**src/rtl/alu_ac_unit.sv**
```systemverilog
// Accumulator ALU stage: combines the B-bus operand with AC, maintains the zero flag,
// and runs a 16-iteration shift-add multiply with a start/busy/done handshake.
module alu_ac_unit #(
    parameter int WIDTH      = 16,
    parameter int MUL_CYCLES = 16
) (
    input  logic             clk,
    input  logic             rst_n,
    input  logic [WIDTH-1:0] B_bus,
    input  logic [3:0]       alu_op,
    input  logic             start,
    output logic [WIDTH-1:0] AC,
    output logic             Z,
    output logic             busy,
    output logic             done
);

    localparam int CW = (MUL_CYCLES > 1) ? $clog2(MUL_CYCLES) : 1;

    localparam logic [3:0] OP_LDB  = 4'b0001;
    localparam logic [3:0] OP_ADD  = 4'b0010;
    localparam logic [3:0] OP_SUB  = 4'b0011;
    localparam logic [3:0] OP_INC  = 4'b0100;
    localparam logic [3:0] OP_DEC  = 4'b0101;
    localparam logic [3:0] OP_CLR  = 4'b0110;
    localparam logic [3:0] OP_SHL  = 4'b0111;
    localparam logic [3:0] OP_SHR  = 4'b1000;
    localparam logic [3:0] OP_SHRN = 4'b1001;
    localparam logic [3:0] OP_MUL  = 4'b1010;

    typedef enum logic {IDLE, MUL_RUN} state_t;

    state_t           state, state_next;
    logic [WIDTH-1:0] ac_next;
    logic             z_next;
    logic             done_next;
    logic [WIDTH-1:0] mcand, mcand_next;
    logic [WIDTH-1:0] mplier, mplier_next;
    logic [WIDTH-1:0] prod, prod_next;
    logic [CW-1:0]    cnt, cnt_next;
    logic [WIDTH-1:0] prod_sum;
    logic [WIDTH-1:0] alu_res;
    logic             alu_wr;

    assign busy = (state == MUL_RUN);

    always_ff @(posedge clk or negedge rst_n) begin
        if (!rst_n) begin
            state <= IDLE;
        end else begin
            state <= state_next;
        end
    end

    always_ff @(posedge clk or negedge rst_n) begin
        if (!rst_n) begin
            AC     <= '0;
            Z      <= 1'b1;
            done   <= 1'b0;
            mcand  <= '0;
            mplier <= '0;
            prod   <= '0;
            cnt    <= '0;
        end else begin
            AC     <= ac_next;
            Z      <= z_next;
            done   <= done_next;
            mcand  <= mcand_next;
            mplier <= mplier_next;
            prod   <= prod_next;
            cnt    <= cnt_next;
        end
    end

    // Only the low WIDTH product bits are kept, so partial sums wrap at WIDTH.
    always_comb begin
        state_next  = state;
        ac_next     = AC;
        z_next      = Z;
        done_next   = 1'b0;
        mcand_next  = mcand;
        mplier_next = mplier;
        prod_next   = prod;
        cnt_next    = cnt;
        alu_res     = AC;
        alu_wr      = 1'b0;
        prod_sum    = prod + (mplier[0] ? mcand : '0);

        case (state)
            IDLE: begin
                if (start) begin
                    if (alu_op == OP_MUL) begin
                        mcand_next  = B_bus;
                        mplier_next = AC;
                        prod_next   = '0;
                        cnt_next    = '0;
                        state_next  = MUL_RUN;
                    end else begin
                        done_next = 1'b1;
                        // Ops that ignore the B-bus never reference it, so an X there stays out.
                        case (alu_op)
                            OP_LDB:  begin alu_res = B_bus;            alu_wr = 1'b1; end
                            OP_ADD:  begin alu_res = AC + B_bus;       alu_wr = 1'b1; end
                            OP_SUB:  begin alu_res = AC - B_bus;       alu_wr = 1'b1; end
                            OP_INC:  begin alu_res = AC + WIDTH'(1);   alu_wr = 1'b1; end
                            OP_DEC:  begin alu_res = AC - WIDTH'(1);   alu_wr = 1'b1; end
                            OP_CLR:  begin alu_res = '0;               alu_wr = 1'b1; end
                            OP_SHL:  begin alu_res = AC << 1;          alu_wr = 1'b1; end
                            OP_SHR:  begin alu_res = AC >> 1;          alu_wr = 1'b1; end
                            OP_SHRN: begin alu_res = AC >> B_bus[3:0]; alu_wr = 1'b1; end
                            default: begin alu_res = AC;               alu_wr = 1'b0; end
                        endcase
                        if (alu_wr) begin
                            ac_next = alu_res;
                            z_next  = (alu_res == '0);
                        end
                    end
                end
            end
            MUL_RUN: begin
                prod_next   = prod_sum;
                mcand_next  = mcand << 1;
                mplier_next = mplier >> 1;
                cnt_next    = cnt + CW'(1);
                if (cnt == CW'(MUL_CYCLES - 1)) begin
                    ac_next    = prod_sum;
                    z_next     = (prod_sum == '0);
                    done_next  = 1'b1;
                    state_next = IDLE;
                end
            end
            default: state_next = IDLE;
        endcase
    end

endmodule

```
**config.mk**
```make
export PLATFORM = sky130hd
export DESIGN_NAME = alu_ac_unit
export DESIGN_NICKNAME = d
export VERILOG_FILES = /design/src/rtl/alu_ac_unit.sv
export SDC_FILE = /design/constraint.sdc
export NUM_CORES = 1
export LEC_CHECK = 0
export ABC_AREA = 0
export CAP_MARGIN = 0
export CORE_ASPECT_RATIO = 1.4
export CORE_MARGIN = 3
export CORE_UTILIZATION = 45
export DETAILED_ROUTE_END_ITERATION = 6
export GPL_TIMING_DRIVEN = 0
export PLACE_DENSITY_LB_ADDON = 0.3
export SKIP_CTS_REPAIR_TIMING = 1
export SLEW_MARGIN = 20
export SYNTH_ARGS = -nofsm -noshare
export SYNTH_HDL_FRONTEND = slang
export SYNTH_SLANG_ARGS = --single-unit
```
**constraint.sdc**
```tcl
create_clock -name clk -period 3.35 [get_ports clk]
set_clock_uncertainty 0.2 [all_clocks]
set_input_delay 0.67 -clock clk [delete_from_list [all_inputs] [get_ports clk]]
set_output_delay 0.67 -clock clk [all_outputs]
set_load 0.01 [all_outputs]
```
==> out/metrics.csv, run 1 <==
stage,metric,value,unit
worst_setup_path,Worst R2R End,Z,
drt,DR vias/cell,6.61,
synthesis,Syn Inst Count,887,
final_layout,filler instances,1368,
final_layout,Final #Nets,1048,
final_layout,count of non-filler cells in the finished layout,1188,
die,I/O pin count,42,
drt,Highest Signal Layer,met4,
place,placed cell area,0.00777,sq mm
worst_setup_path,r2r setup slk,-0.29,ns
worst_setup_path,Required @ worst endpoint,3.40,ns
worst_setup_path,CP startpoint,B_bus[1],
power_and_ir_drop,VDD IR max,0.000435,V
synthesis,synth warn,0,
final_layout,Layout Cell Area excl Fill,0.00901,sq mm
drt,Pre-antenna DRT Iters,6,
final_layout,Layout Area Growth over Synthesis,28.7,%
worst_setup_path,startpoint type of the worst setup path,input pin,
global_routing,largest net degree at the start of global routing,57,
drt,met3 wire len,1.98,mm
place,Final Wtd Congestion,1.01,
die,Rows,53,
synthesis,Main synth FF type,dfrtp_1,
flow_run,max-cap viol count,0,
timing,Worst slew margin,0.270,
drt,DRT met1 WL,10.9,mm
worst_hold_path,Worst Hold Class,input pin to asynchronous set/reset pin,
timing,Final Slew Violations,0,
timing,Final Hold Fails,4,
timing,Setup Total Neg Slack,-7.69,ns
clock_network,CTS max path bufs,2,
drt,Routed Antenna Nets,0,
global_routing,grt ovf,0,
die,area of the core,0.0151,sq mm
status,outcome,finished with violations,
global_routing,Total GRT Usage,0.314,
worst_setup_path,worst setup path category,input pin to register,
drt,DRC Markers,0,
timing,hold_ws,-0.00219,ns
timing,Setup WS post-layout,-1.02,ns
clock_network,CTS buffer count,9,
drt,Starting DRT DRC Count,712,
timing,f_max,0.229,GHz
drt,Vias,7848,
die,Initial Util,0.463,
final_layout,ANT cells,0,
final_layout,final core utilization,0.596,
place,Port Buffer Count,36,
synthesis,"EDFF count, synth",0,
status,violated checks,"negative hold slack, negative setup slack",
worst_setup_path,"slowest stage cell, crit path",or3b_4,
synthesis,Mapped Avg Cell Area,7.89,sq um
synthesis,part of the Yosys area used for sequential elements,0.254,
worst_setup_path,Worst R2R Start,mplier[0],
synthesis,Post-Syn Nets,944,
worst_setup_path,"Largest delay share family, worst path",simple AND/OR/NAND/NOR gates,
clock_network,root buffer cell,clkbuf_16,
final_layout,"most common cell after layout, fill and taps aside",nand2_1,
worst_setup_path,r2r worst-path depth,12,
final_layout,area of the multi-input gates,0.00534,sq mm
worst_setup_path,crit path DAT,4.42,ns
worst_setup_path,Critical Path Sink Type,register,
timing,# setup viols final,13,
global_routing,vias in the first global route,7269,
drt,WL final,28.9,mm
worst_setup_path,CP Max Fanout,8,
worst_setup_path,crit-path cells,"buf_8, buf_12, inv_8, ha_4, or3b_4, nor3_4, buf_6, nand2_4, nor3_4, nor3b_4, buf_4, xnor2_2, a222oi_1, o31a_1, ha_4, nand2b_1, mux2i_2, o22ai_2, nor4_2, nand3_1, o211ai_1",
die,die area,0.0171,sq mm
clock_network,TritonCTS clock tree,done,
timing,min Tclk post-route,4.37,ns
global_routing,first-pass GRT wire length,41.8,mm
worst_setup_path,Stages on worst setup path,21,
drt,wire per inst,24.3,microns
clock_network,clock-pin slew on the worst setup and hold paths,0.06,ns
place,placed cells,1116,
power_and_ir_drop,Pleak,0.00390,uW
drt,WL met2,13.8,mm
global_routing,number of antenna violations at the first check in global routing,0,
synthesis,Netlist cell types,80,
die,Die Span Y,154,microns
worst_setup_path,Critical Path End,Z,
place,Detailed Place HPWL,21.3,mm
final_layout,"commonest cells after routing, fill and taps aside","103 x nand2_1, 89 x o21ai_0, 70 x dfrtp_1, 57 x buf_4, 53 x nor2_1",
power_and_ir_drop,PwrDens,731,mW/mm^2
final_layout,share of cells above drive strength 1,0.222,
timing,Tcrit/Tclk final,1.30,
clock_network,htree depth,3,
synthesis,register bit total from synthesis,71,
final_layout,sequential cell area,0.00178,sq mm
die,Die X,111,microns
worst_setup_path,"Buf+Inv Stages, Crit Path",5,
clock_network,CTS sink count,71,
timing,Worst Tran Pin Value,1.09,ns
clock_network,clk_lat worst skew,0.34,ns
power_and_ir_drop,"Power, Total",6590,uW
synthesis,mapped cell area,0.00700,sq mm
worst_setup_path,CP peak stage delay,0.40,ns
timing,RSZ-0062 raised after global routing,yes,
synthesis,Async SR Flop Fraction,1.00,
-- worst register-to-register path, stage by stage (launching register included) --
cell and delay, ns:
dfrtp_1 0.47, clkbuf_2 0.23, and2_1 0.17, ha_1 0.32, o21a_1 0.24, and4_1 0.26, a21oi_1 0.14, nor2b_1 0.06
o32a_1 0.33, or4b_2 0.67, nor3_1 0.16, nand3_1 0.10, o211ai_1 0.20
-- logic make-up after synthesis --
| kind of cell | count (synthesis) | synth area share |
|---|---|---|
| AND/OR/NAND/NOR | 310 | 0.223 |
| AO/OA/AOI/OAI | 295 | 0.266 |
| buffers and inverters | 92 | 0.0534 |
| flip-flops | 71 | 0.254 |
| multiplexers | 61 | 0.109 |
| adder cells (fa/ha/maj) | 34 | 0.0629 |
| XOR/XNOR | 24 | 0.0311 |
-- synth_stat cells, types with 4 or more instances --
master	number	area [sq um]
o21ai_0	108	541
nand2_1	105	394
dfrtp_1	70	1750
nor2_1	58	218
a21oi_1	57	285
clkbuf_1	48	180
mux2i_1	48	480
ha_1	32	400
and2_1	24	150
nor3_1	24	120
a31oi_1	20	125
nand3_1	20	100
buf_2	17	85.1
inv_1	16	60.1
xnor2_1	16	140
and3_1	15	93.8
o211ai_1	14	105
mux4_2	12	270
a211oi_1	9	67.6
a21o_1	9	67.6
nor4_1	9	56.3
o21a_1	9	67.6
nand2b_1	8	50.1
nand4_1	7	43.8
nor2b_1	7	43.8
o22ai_1	7	43.8
o32ai_1	7	61.3
xor2_1	7	61.3
buf_1	6	22.5
nor3b_1	5	37.5
o2111ai_1	5	43.8
a22o_1	4	35.0
nand3b_1	4	30.0
o221a_2	4	45.0
o22a_1	4	35.0
o31a_1	4	35.0
or2_2	4	25.0
or3_1	4	25.0
-- report_power, final --
part | switching [uW] | total, uW | internal [uW] | leakage, uW
registers | 398 | 1580 | 1190 | 0.000921
clock network | 350 | 984 | 635 | 0.000156
logic | 2340 | 4020 | 1680 | 0.00282
-- registers in the layout, summed over array words and instances (netlist names) --
register / cells
busy: 1
mcand: 16
mplier: 16
done: 1
Z: 1
cnt: 4
prod: 16
AC: 16
-- metal layers --
metal / global-route usage / vias up
li1: - / 3525
met1: 0.370 / 3716
met2: 0.537 / 460
met3: 0.0311 / 147
met4: 0.214 / 0
met5: 0 / -
-- worst min-delay path by stage --
| stage | start | endpoint | cells past startpoint |
|---|---|---|---|
| after floorplan | rst_n | AC[0] | 0 |
| after global placement | mplier[1] | mplier[0] | 2 |
| after detailed placement | mplier[1] | mplier[0] | 2 |
| after CTS | rst_n | mplier[11] | 1 |
| after global routing | rst_n | mplier[11] | 1 |
| final | rst_n | mplier[11] | 1 |
-- stage by stage --
stage                     worst slack [ns]  hold slack, ns
after floorplan                      -1.08           0.174
after global placement               -2.62           0.260
after detailed placement             -2.53           0.269
after CTS                            -2.22        -0.00156
after global routing                 -1.16          0.0139
final                                -1.02        -0.00219
-- area by class of cell --
cell class / instances / share of cell area
clock inverter: 3 / 0.00444
sequential: 71 / 0.197
buffer: 70 / 0.0468
clock buffer: 13 / 0.0300
timing repair buffer: 95 / 0.0911
multi-input combinational: 724 / 0.593
inverter: 20 / 0.0112
tap: 192 / 0.0267
Note: power is estimated with default switching activity, not from simulation.
==> inputs of run 2 (changes only) <==
--- a/config.mk
+++ b/config.mk
@@ -6,6 +6,7 @@
 export NUM_CORES = 1
 export LEC_CHECK = 0
 export ABC_AREA = 0
+export ABC_CLOCK_PERIOD_IN_PS = 3350
 export CAP_MARGIN = 0
 export CORE_ASPECT_RATIO = 1.4
 export CORE_MARGIN = 3
==> results of run 2 <==
Final layout, timing and power as in run 1 (identical DEF).
==> inputs of run 3 (changes only) <==
--- a/config.mk
+++ b/config.mk
@@ -6,11 +6,14 @@
 export NUM_CORES = 1
 export LEC_CHECK = 0
 export ABC_AREA = 0
-export ABC_CLOCK_PERIOD_IN_PS = 3350
+export ABC_CLOCK_PERIOD_IN_PS = 3930
 export CAP_MARGIN = 0
+export CELL_PAD_IN_SITES_DETAIL_PLACEMENT = 0
+export CELL_PAD_IN_SITES_GLOBAL_PLACEMENT = 1
 export CORE_ASPECT_RATIO = 1.4
 export CORE_MARGIN = 3
-export CORE_UTILIZATION = 45
+export CORE_UTILIZATION = 42
+export CTS_BUF_LIST = sky130_fd_sc_hd__clkbuf_2
 export DETAILED_ROUTE_END_ITERATION = 6
 export GPL_TIMING_DRIVEN = 0
 export PLACE_DENSITY_LB_ADDON = 0.3
==> constraint.sdc (replaced) <==
create_clock -name clk -period 3.93 [get_ports clk]
set_clock_uncertainty 0.2 [all_clocks]
set_input_delay 0.786 -clock clk [delete_from_list [all_inputs] [get_ports clk]]
set_output_delay 0.786 -clock clk [all_outputs]
set_load 0.01 [all_outputs]
==> out/metrics.csv, run 3 (synthesis gave the netlist of run 1 again) <==
stage,metric,value,unit
status,outcome,finished with violations,
status,violated checks,negative setup slack,
place,placed cells,1123,
place,Final Wtd Congestion,0.996,
drt,DRC Markers,0,
timing,Setup Total Neg Slack,-0.935,ns
final_layout,filler instances,1607,
worst_setup_path,r2r setup slk,0.09,ns
die,Die X,115,microns
timing,Final Slew Violations,0,
die,Initial Util,0.431,
drt,Pre-antenna DRT Iters,6,
place,Port Buffer Count,36,
timing,RSZ-0062 raised after global routing,yes,
die,die area,0.0183,sq mm
global_routing,Total GRT Usage,0.306,
die,Rows,55,
timing,Worst Tran Pin Value,0.983,ns
clock_network,CTS buffer count,9,
timing,# setup viols final,4,
drt,wire per inst,24.3,microns
timing,f_max,0.232,GHz
die,I/O pin count,42,
global_routing,first-pass GRT wire length,43.0,mm
clock_network,clock-pin slew on the worst setup and hold paths,0.21,ns
final_layout,share of cells above drive strength 1,0.191,
power_and_ir_drop,VDD IR max,0.000240,V
die,area of the core,0.0162,sq mm
power_and_ir_drop,Pleak,0.00374,uW
worst_setup_path,worst setup path category,input pin to register,
worst_setup_path,crit path DAT,4.59,ns
timing,min Tclk post-route,4.32,ns
timing,Setup WS post-layout,-0.388,ns
final_layout,sequential cell area,0.00178,sq mm
worst_setup_path,Required @ worst endpoint,4.20,ns
place,placed cell area,0.00775,sq mm
final_layout,Layout Area Growth over Synthesis,23.3,%
flow_run,max-cap viol count,0,
timing,Final Hold Fails,0,
drt,DR vias/cell,6.45,
worst_setup_path,CP Max Fanout,6,
clock_network,TritonCTS clock tree,done,
global_routing,number of antenna violations at the first check in global routing,1,
final_layout,final core utilization,0.531,
worst_setup_path,Critical Path Sink Type,register,
final_layout,count of non-filler cells in the finished layout,1186,
drt,WL final,28.8,mm
worst_hold_path,Worst Hold Class,register to register,
clock_network,CTS sink count,71,
global_routing,vias in the first global route,7310,
clock_network,CTS max path bufs,2,
final_layout,area of the multi-input gates,0.00521,sq mm
global_routing,largest net degree at the start of global routing,40,
clock_network,htree depth,3,
worst_setup_path,startpoint type of the worst setup path,input pin,
place,Detailed Place HPWL,21.6,mm
drt,Vias,7649,
timing,Tcrit/Tclk final,1.10,
die,Die Span Y,159,microns
place,Setup WS pre-CTS,-2.37,ns
drt,Routed Antenna Nets,0,
timing,Worst slew margin,0.339,
final_layout,"commonest cells after routing, fill and taps aside","103 x nand2_1, 99 x o21ai_0, 70 x dfrtp_1, 53 x nor2_1, 53 x a21oi_1",
global_routing,grt ovf,0,
final_layout,Final #Nets,1038,
clock_network,root buffer cell,clkbuf_2,
drt,Starting DRT DRC Count,650,
final_layout,Layout Cell Area excl Fill,0.00863,sq mm
final_layout,"most common cell after layout, fill and taps aside",nand2_1,
clock_network,clk_lat worst skew,0.53,ns
power_and_ir_drop,PwrDens,586,mW/mm^2
run 3: changes by cell type in the layout (fill, tap and decap cells not counted), moves of 5 or more:
cell,previous run,this run
o21ai_1,13,7
clkbuf_2,6,11
clkbuf_16,9,0
buf_4,57,48
o21ai_0,89,99
run 3: per-stage QoR:
stage | total power [uW] | hold WS, ns
after floorplan | 3140 | 0.252
after global placement | 4220 | 0.263
after detailed placement | 4230 | 0.273
after CTS | 4720 | -0.0691
after global routing | 5360 | 0.331
final | 5060 | 0.298
run 3: area by class of cell:
class,count,share of cell area
Tap cell,199,0.0288
Sequential cell,71,0.206
Clock buffer,9,0.00522
Antenna cell,1,0.000290
Buffer,68,0.0448
Clock inverter,7,0.0101
Timing Repair Buffer,87,0.0887
Multi-Input combinational cell,724,0.604
Inverter,20,0.0122
run 3: path summary, 6_finish.rpt:
kind	startpoint	endpoint	cells past startpoint
worst min-delay path	mplier[10]	mplier[9]	2
worst max register to register	AC[15]	AC[15]	10
worst max-delay path	alu_op[1]	Z	18
worst min register to register	mplier[10]	mplier[9]	2
min in group asynchronous	rst_n	done	2
max in group asynchronous	rst_n	Z	3
run 3: metal layers:
metal / wire, microns / share of wire / track usage / up-vias
li1: - / - / - / 3493
met1: 11000 / 0.38 / 0.378 / 3717
met2: 14200 / 0.49 / 0.500 / 320
met3: 1550 / 0.054 / 0.0351 / 119
met4: 2020 / 0.070 / 0.193 / 0
met5: 0 / 0 / 0 / -
run 3: critical path: stages:
cell            delay, ns
dlymetal6s2s_1       0.16
buf_6                0.16
xnor2_4              0.19
buf_4                0.18
nor3_4               0.27
nor2_1               0.07
a21oi_1              0.13
o21ai_0              0.10
ha_1                 0.38
a21o_1               0.28
a2111oi_4            0.43
mux2i_2              0.36
a41oi_2              0.28
a211oi_2             0.26
nand4_1              0.13
nor4_2               0.18
nand3_1              0.11
o211ai_1             0.13
run 3: where the power goes:
part	switching, uW	internal (uW)	leakage [uW]
clock network	275	205	0.0000730
registers	335	1000	0.000921
logic	1920	1320	0.00274
